<file path="src/rtl/mask_cndt_pkg.sv">
// Shared constants and types for the condition-mask unit.
package mask_cndt_pkg;

    // Condition codes; bit 3 inverts the sense of codes 0..7.
    localparam logic [3:0] CC_TRUE  = 4'h0;
    localparam logic [3:0] CC_LE    = 4'h1;
    localparam logic [3:0] CC_C     = 4'h2;
    localparam logic [3:0] CC_OVR   = 4'h3;
    localparam logic [3:0] CC_NEG   = 4'h4;
    localparam logic [3:0] CC_Z     = 4'h5;
    localparam logic [3:0] CC_POS   = 4'h6;
    localparam logic [3:0] CC_GE    = 4'h7;
    localparam logic [3:0] CC_FALSE = 4'h8;
    localparam logic [3:0] CC_GT    = 4'h9;
    localparam logic [3:0] CC_NC    = 4'hA;
    localparam logic [3:0] CC_NOVR  = 4'hB;
    localparam logic [3:0] CC_NNEG  = 4'hC;
    localparam logic [3:0] CC_NZ    = 4'hD;
    localparam logic [3:0] CC_NPOS  = 4'hE;
    localparam logic [3:0] CC_LT    = 4'hF;

    // Bit positions inside a 4-bit flag vector {Z,S,C,OVR}.
    localparam int FLG_Z   = 3;
    localparam int FLG_S   = 2;
    localparam int FLG_C   = 1;
    localparam int FLG_OVR = 0;

    // Registered result handed to the jump/PC logic.
    typedef struct packed {
        logic       mask;
        logic [3:0] cond;
    } mask_rsp_t;

    // Bank-select width; at least one bit even for a single bank.
    function automatic int fsw_calc(input int n);
        return (n <= 2) ? 1 : $clog2(n);
    endfunction

endpackage

</file>
<file path="src/rtl/mask_cndt_seq_cond_eval.sv">
// Combinational condition evaluator: condition code + flags -> mask bit.
module cond_eval
    import mask_cndt_pkg::*;
(
    input  logic [3:0] cc,
    input  logic [3:0] flags,
    output logic       mask
);

    logic z, s, c, ovr, v, base;

    assign z   = flags[FLG_Z];
    assign s   = flags[FLG_S];
    assign c   = flags[FLG_C];
    assign ovr = flags[FLG_OVR];
    assign v   = ovr ^ s;

    // Decode the positive-sense condition; cc[3] selects its inverse.
    always_comb begin
        base = 1'b0;
        case (cc[2:0])
            CC_TRUE[2:0]: base = 1'b1;
            CC_LE[2:0]:   base = z | v;
            CC_C[2:0]:    base = c;
            CC_OVR[2:0]:  base = ovr;
            CC_NEG[2:0]:  base = s;
            CC_Z[2:0]:    base = z;
            CC_POS[2:0]:  base = ~(s | z);
            CC_GE[2:0]:   base = ~v;
            default:      base = 1'b0;
        endcase
    end

    assign mask = base ^ cc[3];

endmodule

</file>
<file path="src/rtl/mask_cndt_seq.sv">
// Banked flag registers, condition evaluation and a 1-deep valid/ready
// result register feeding the jump logic, plus saturating statistics.
module mask_cndt_seq
    import mask_cndt_pkg::*;
#(
    parameter int INSTR_WIDTH = 16,
    parameter int COND_LSB    = 0,
    parameter int NUM_FSETS   = 2,
    parameter int FWD_EN      = 1,
    parameter int CNT_WIDTH   = 16,
    localparam int FSW        = fsw_calc(NUM_FSETS)
) (
    input  logic                   clk_i,
    input  logic                   rst_n_i,
    input  logic                   flag_we_i,
    input  logic [FSW-1:0]         flag_wsel_i,
    input  logic                   z_flag_i,
    input  logic                   s_flag_i,
    input  logic                   c_flag_i,
    input  logic                   ovr_flag_i,
    input  logic [INSTR_WIDTH-1:0] instr_i,
    input  logic                   instr_valid_i,
    input  logic [FSW-1:0]         fset_sel_i,
    output logic                   instr_ready_o,
    output logic                   mask_o,
    output logic [3:0]             cond_o,
    output logic                   mask_valid_o,
    input  logic                   mask_ready_i,
    input  logic                   cnt_clr_i,
    output logic [CNT_WIDTH-1:0]   eval_cnt_o,
    output logic [CNT_WIDTH-1:0]   taken_cnt_o
);

    logic [NUM_FSETS-1:0][3:0] bank;
    logic [3:0]                wr_flags;
    logic [3:0]                bank_rd;
    logic [3:0]                ev_flags;
    logic [3:0]                cc;
    logic                      ev_mask;
    logic                      accept;
    mask_rsp_t                 rsp_q;
    logic                      unused_instr;

    assign wr_flags     = {z_flag_i, s_flag_i, c_flag_i, ovr_flag_i};
    assign cc           = instr_i[COND_LSB+3:COND_LSB];
    assign unused_instr = ^instr_i;

    assign instr_ready_o = ~mask_valid_o | mask_ready_i;
    assign accept        = instr_valid_i & instr_ready_o;

    // Bank write; selects beyond NUM_FSETS match no bank and are dropped.
    always_ff @(posedge clk_i) begin
        if (!rst_n_i) begin
            bank <= '0;
        end else begin
            for (int i = 0; i < NUM_FSETS; i++) begin
                if (flag_we_i && (flag_wsel_i == FSW'(i)))
                    bank[i] <= wr_flags;
            end
        end
    end

    // Bank read mux; an unmatched select reads as all-zero flags.
    always_comb begin
        bank_rd = '0;
        for (int i = 0; i < NUM_FSETS; i++) begin
            if (fset_sel_i == FSW'(i))
                bank_rd = bank[i];
        end
    end

    // Same-cycle write to the evaluated bank bypasses the register when enabled.
    always_comb begin
        ev_flags = bank_rd;
        if ((FWD_EN != 0) && flag_we_i && (flag_wsel_i == fset_sel_i))
            ev_flags = wr_flags;
    end

    cond_eval u_cond_eval (
        .cc    (cc),
        .flags (ev_flags),
        .mask  (ev_mask)
    );

    // Output register: load on accept, clear valid on drain-only, else hold.
    always_ff @(posedge clk_i) begin
        if (!rst_n_i) begin
            rsp_q        <= '0;
            mask_valid_o <= 1'b0;
        end else if (accept) begin
            rsp_q.mask   <= ev_mask;
            rsp_q.cond   <= cc;
            mask_valid_o <= 1'b1;
        end else if (mask_ready_i) begin
            mask_valid_o <= 1'b0;
        end
    end

    assign mask_o = rsp_q.mask;
    assign cond_o = rsp_q.cond;

    // Saturating statistics; clear wins over a same-cycle increment.
    always_ff @(posedge clk_i) begin
        if (!rst_n_i) begin
            eval_cnt_o  <= '0;
            taken_cnt_o <= '0;
        end else if (cnt_clr_i) begin
            eval_cnt_o  <= '0;
            taken_cnt_o <= '0;
        end else if (accept) begin
            if (eval_cnt_o != {CNT_WIDTH{1'b1}})
                eval_cnt_o <= eval_cnt_o + 1'b1;
            if (ev_mask && (taken_cnt_o != {CNT_WIDTH{1'b1}}))
                taken_cnt_o <= taken_cnt_o + 1'b1;
        end
    end

endmodule

</file>
<file path="config.mk">
export PLATFORM = sky130hd
export DESIGN_NAME = mask_cndt_seq
export DESIGN_NICKNAME = d
export VERILOG_FILES = /design/src/rtl/mask_cndt_pkg.sv /design/src/rtl/mask_cndt_seq_cond_eval.sv /design/src/rtl/mask_cndt_seq.sv
export SDC_FILE = /design/constraint.sdc
export NUM_CORES = 1
export LEC_CHECK = 0
export ABC_AREA = 1
export ABC_CLOCK_PERIOD_IN_PS = 2000
export BUFFER_PORTS_ARGS = -buffer_cell sky130_fd_sc_hd__buf_2
export CORE_MARGIN = 2
export CORE_UTILIZATION = 50
export CTS_BUF_LIST = sky130_fd_sc_hd__clkbuf_8
export CTS_CLUSTER_SIZE = 16
export DETAILED_ROUTE_END_ITERATION = 10
export PLACE_DENSITY = 0.79
export SLEW_MARGIN = 5
export SYNTH_ARGS = -nofsm -noshare
export SYNTH_HDL_FRONTEND = slang
export SYNTH_SLANG_ARGS = --single-unit
</file>
<file path="constraint.sdc">
create_clock -name clk_i -period 2 [get_ports clk_i]
set_input_delay 0.3 -clock clk_i [delete_from_list [all_inputs] [get_ports clk_i]]
set_output_delay 0.3 -clock clk_i [all_outputs]
set_load 0.02 [all_outputs]
</file>
==> metrics <==
worst skew pair latency 300 ps; initial core utilization 0.515; commonest register cell after synthesis dfxtp_1; number of placed I/O pins 67; fraction of post-synthesis cell area in the top cell type by area 0.350; Inserted Diodes 0; total CTS buffers 5; # hold bufs at CTS 0; total gr overflow 0; GPL Wtd Cong just under 0.9; final hold slack 272 ps; Core Box Area around 0.0051 mm2; clock period minus final worst setup slack 1940 ps; post-layout total power between 1.5 and 2 mW; achievable frequency between 500 and 600 MHz; cell at the root of the clock tree clkbuf_8; worst voltage drop across the vdd grid 425 uV; number of port buffers 54; clock-pin slew reported for the worst setup and hold paths after clock tree synthesis 80 ps; WL per Instance 11.3 um; number of antenna violations at the first check in global routing 0; pin count of the biggest net entering global routing 29; warnings from Yosys 0; Starting DRT DRC Count 125; worst hold-check path type in2reg; Detailed Routing Iterations Pass 1 5; Cell Count, Final, Fillers Out approximately 560; largest buffer count on any clock path 2; die span in y 76.5 um; largest cells by area after synthesis dfxtp_1 35%, nand2_1 14%, inv_1 9.6%; crit path max-delay cell type dfxtp_4; Worst setup SP type register; FFs w/ async S/R, synth 0; biggest cell delay along the critical path 370 ps; max-cap violation count 0; via count of the first global-routing pass 2505; relative contribution of sequential cells to total power 0.495; layout cells sized above 1 0.231; Detailed Route WL between 6 and 7 mm; most used cells in the layout excluding fill and tap cells 90 x nand2_1, 67 x inv_1, 54 x buf_2, 51 x nor2_1, 44 x dfxtp_1; outcome complete, no violations; proportion of total power due to net switching 0.278; Syn Inst Count roughly 410; series of cell instances along the critical path ha_4, nand2_4, nor2_4, nand3_4, nor3_4, nand3_2, nor4_4, inv_2, nand3_4, nand2_1, nand2_1, nor2_1; DRC errors left 0; total number of placement rows 26; count of cell types in the netlist 30; Net Count, Synth about 440; sequential cell area fraction in the yosys report 0.350; routed vias between 2000 and 3000; worst slew margin relative to its limit 0.772; clock skew 3.55 ps; PwrDens 592 mW/mm2; final-report hold violation count 0; first-pass GRT wire length 10.6 mm; type of the worst setup path reg2reg; pin slew with the least headroom to its limit between 300 and 400 ps; Worst EP arrival roughly 2200 ps; required time of the critical path 2200 ps; area of the die ~0.0059 mm2; overall global routing resource usage 0.216; setup repair after global routing missed its margin yes; number of enable-type register cells in the synthesized netlist 0; Lkg Pwr roughly 1.6 nW; P_sw 0.540 mW; crit path capture type register; internal power consumption about 1.4 mW; crit path max fanout 6; ANT nets after route 0; die width between 70 and 80 um; final net count between 500 and 600; most frequent standard cell in the layout excluding fill and tap cells nand2_1; area leader, netlist dfxtp_1; combinational fraction of design power 0.165; Clk network pwr share 0.340; signed area change from the synthesized netlist to the final layout 24.9%; Mapped Avg Cell Area ~6.4 um2; post-synthesis register bit count 46; sinks on the clock net 46; total standard cell area after synthesis 0.00263 mm2; DP Cell Count 542; clock tree from TritonCTS done; Final Slew Violations 0; Total Neg Setup Slack 0 ps; Clock H-tree levels 2; number of setup violations in the final report 0; vias per std cell 5.06; fraction of the cycle the final worst path needs 0.972; Detail Placement HPWL about 4.6 mm
[Yosys cell counts, types with 2 or more instances]
cell type and n:
a21oi_1 27, nand3_1 34, o21ai_0 24, a31oi_1 2, nand4_1 15, inv_1 67
xor2_1 5, buf_6 3, nand3b_1 3, nor4_1 4, nor2_1 54, o21a_1 2
nand2_2 6, inv_2 3, buf_2 2, nand2_1 95, dfxtp_1 46, nor3_1 6
ha_1 2, clkbuf_1 3
[power groups by stage]
stage	Clock [mW]	Combinational (mW)	Sequential, mW
after floorplan	0	0.202	1.01
after global placement	0	0.298	0.983
after detailed placement	0	0.306	0.984
after CTS	0.679	0.308	0.962
after global routing	0.719	0.363	0.967
final	0.661	0.321	0.963
[state kept, by name, indices dropped and copies added, names as in the netlist]
signal	cells
mask_o	1
cond_o	4
mask_valid_o	1
bank	8
eval_cnt_o	16
taken_cnt_o	16
[path summary, 6_finish.rpt]
kind                            slack (ps)        endpoint  cells past startpoint      startpoint
worst max-delay path                    60  taken_cnt_o[2]                     12  taken_cnt_o[1]
worst min-delay path                   270         bank[5]                      3        c_flag_i
worst max register to register          60  taken_cnt_o[2]                     12  taken_cnt_o[1]
worst min register to register         460         bank[7]                      2         bank[7]
[final cells by class]
| cell class | instances | area [um2] |
|---|---|---|
| clock buffers | 8 | 110 |
| fillers | 478 | 1820 |
| inverters | 71 | 267 |
| multi-input cells | 289 | 1480 |
| flip-flops and latches | 46 | 926 |
| well taps | 70 | 87.6 |
| repair buffers | 71 | 410 |
[cell families after synthesis]
family | share of synthesized area
adders and majority gates | 0.00951
buffers and inverters | 0.122
xor gates and xnor gates | 0.0167
AOI/OAI and AO/OA | 0.114
DFF | 0.350
and+or+nand+nor | 0.387
[per-stage QoR]
step | setup WS [ps] | cell area, um2 | util
final | 56.0 | 3280 | 0.643
after global routing | -105 | 3280 | 0.643
after CTS | 27.3 | 3170 | 0.621
after detailed placement | -92.4 | 3050 | 0.598
after global placement | 10.6 | 3050 | 0.598
after floorplan | 27.6 | 2640 | -
[layer usage]
metal,share of wire,global-route usage
met5,0,0
met2,0.48,0.370
met4,0.018,0.0800
met1,0.46,0.271
met3,0.042,0.0415
[worst max-delay path: cells and delay by family (launching register included)]
kind,cells,cell delay (ps)
AND/OR/NAND/NOR,10,1190
flip-flops,1,370
buffers and inverters,1,130
adder cells (fa/ha/maj),1,150
[timing repair]
item | 4_1_cts | 5_1_grt
gates resized for setup | 1 | 18
endpoints found under the setup margin | 2 | 16
pin swaps | 0 | 11
gates cloned | 0 | 1
setup buffers | 0 | 4
(Power assumes the default switching activity.)
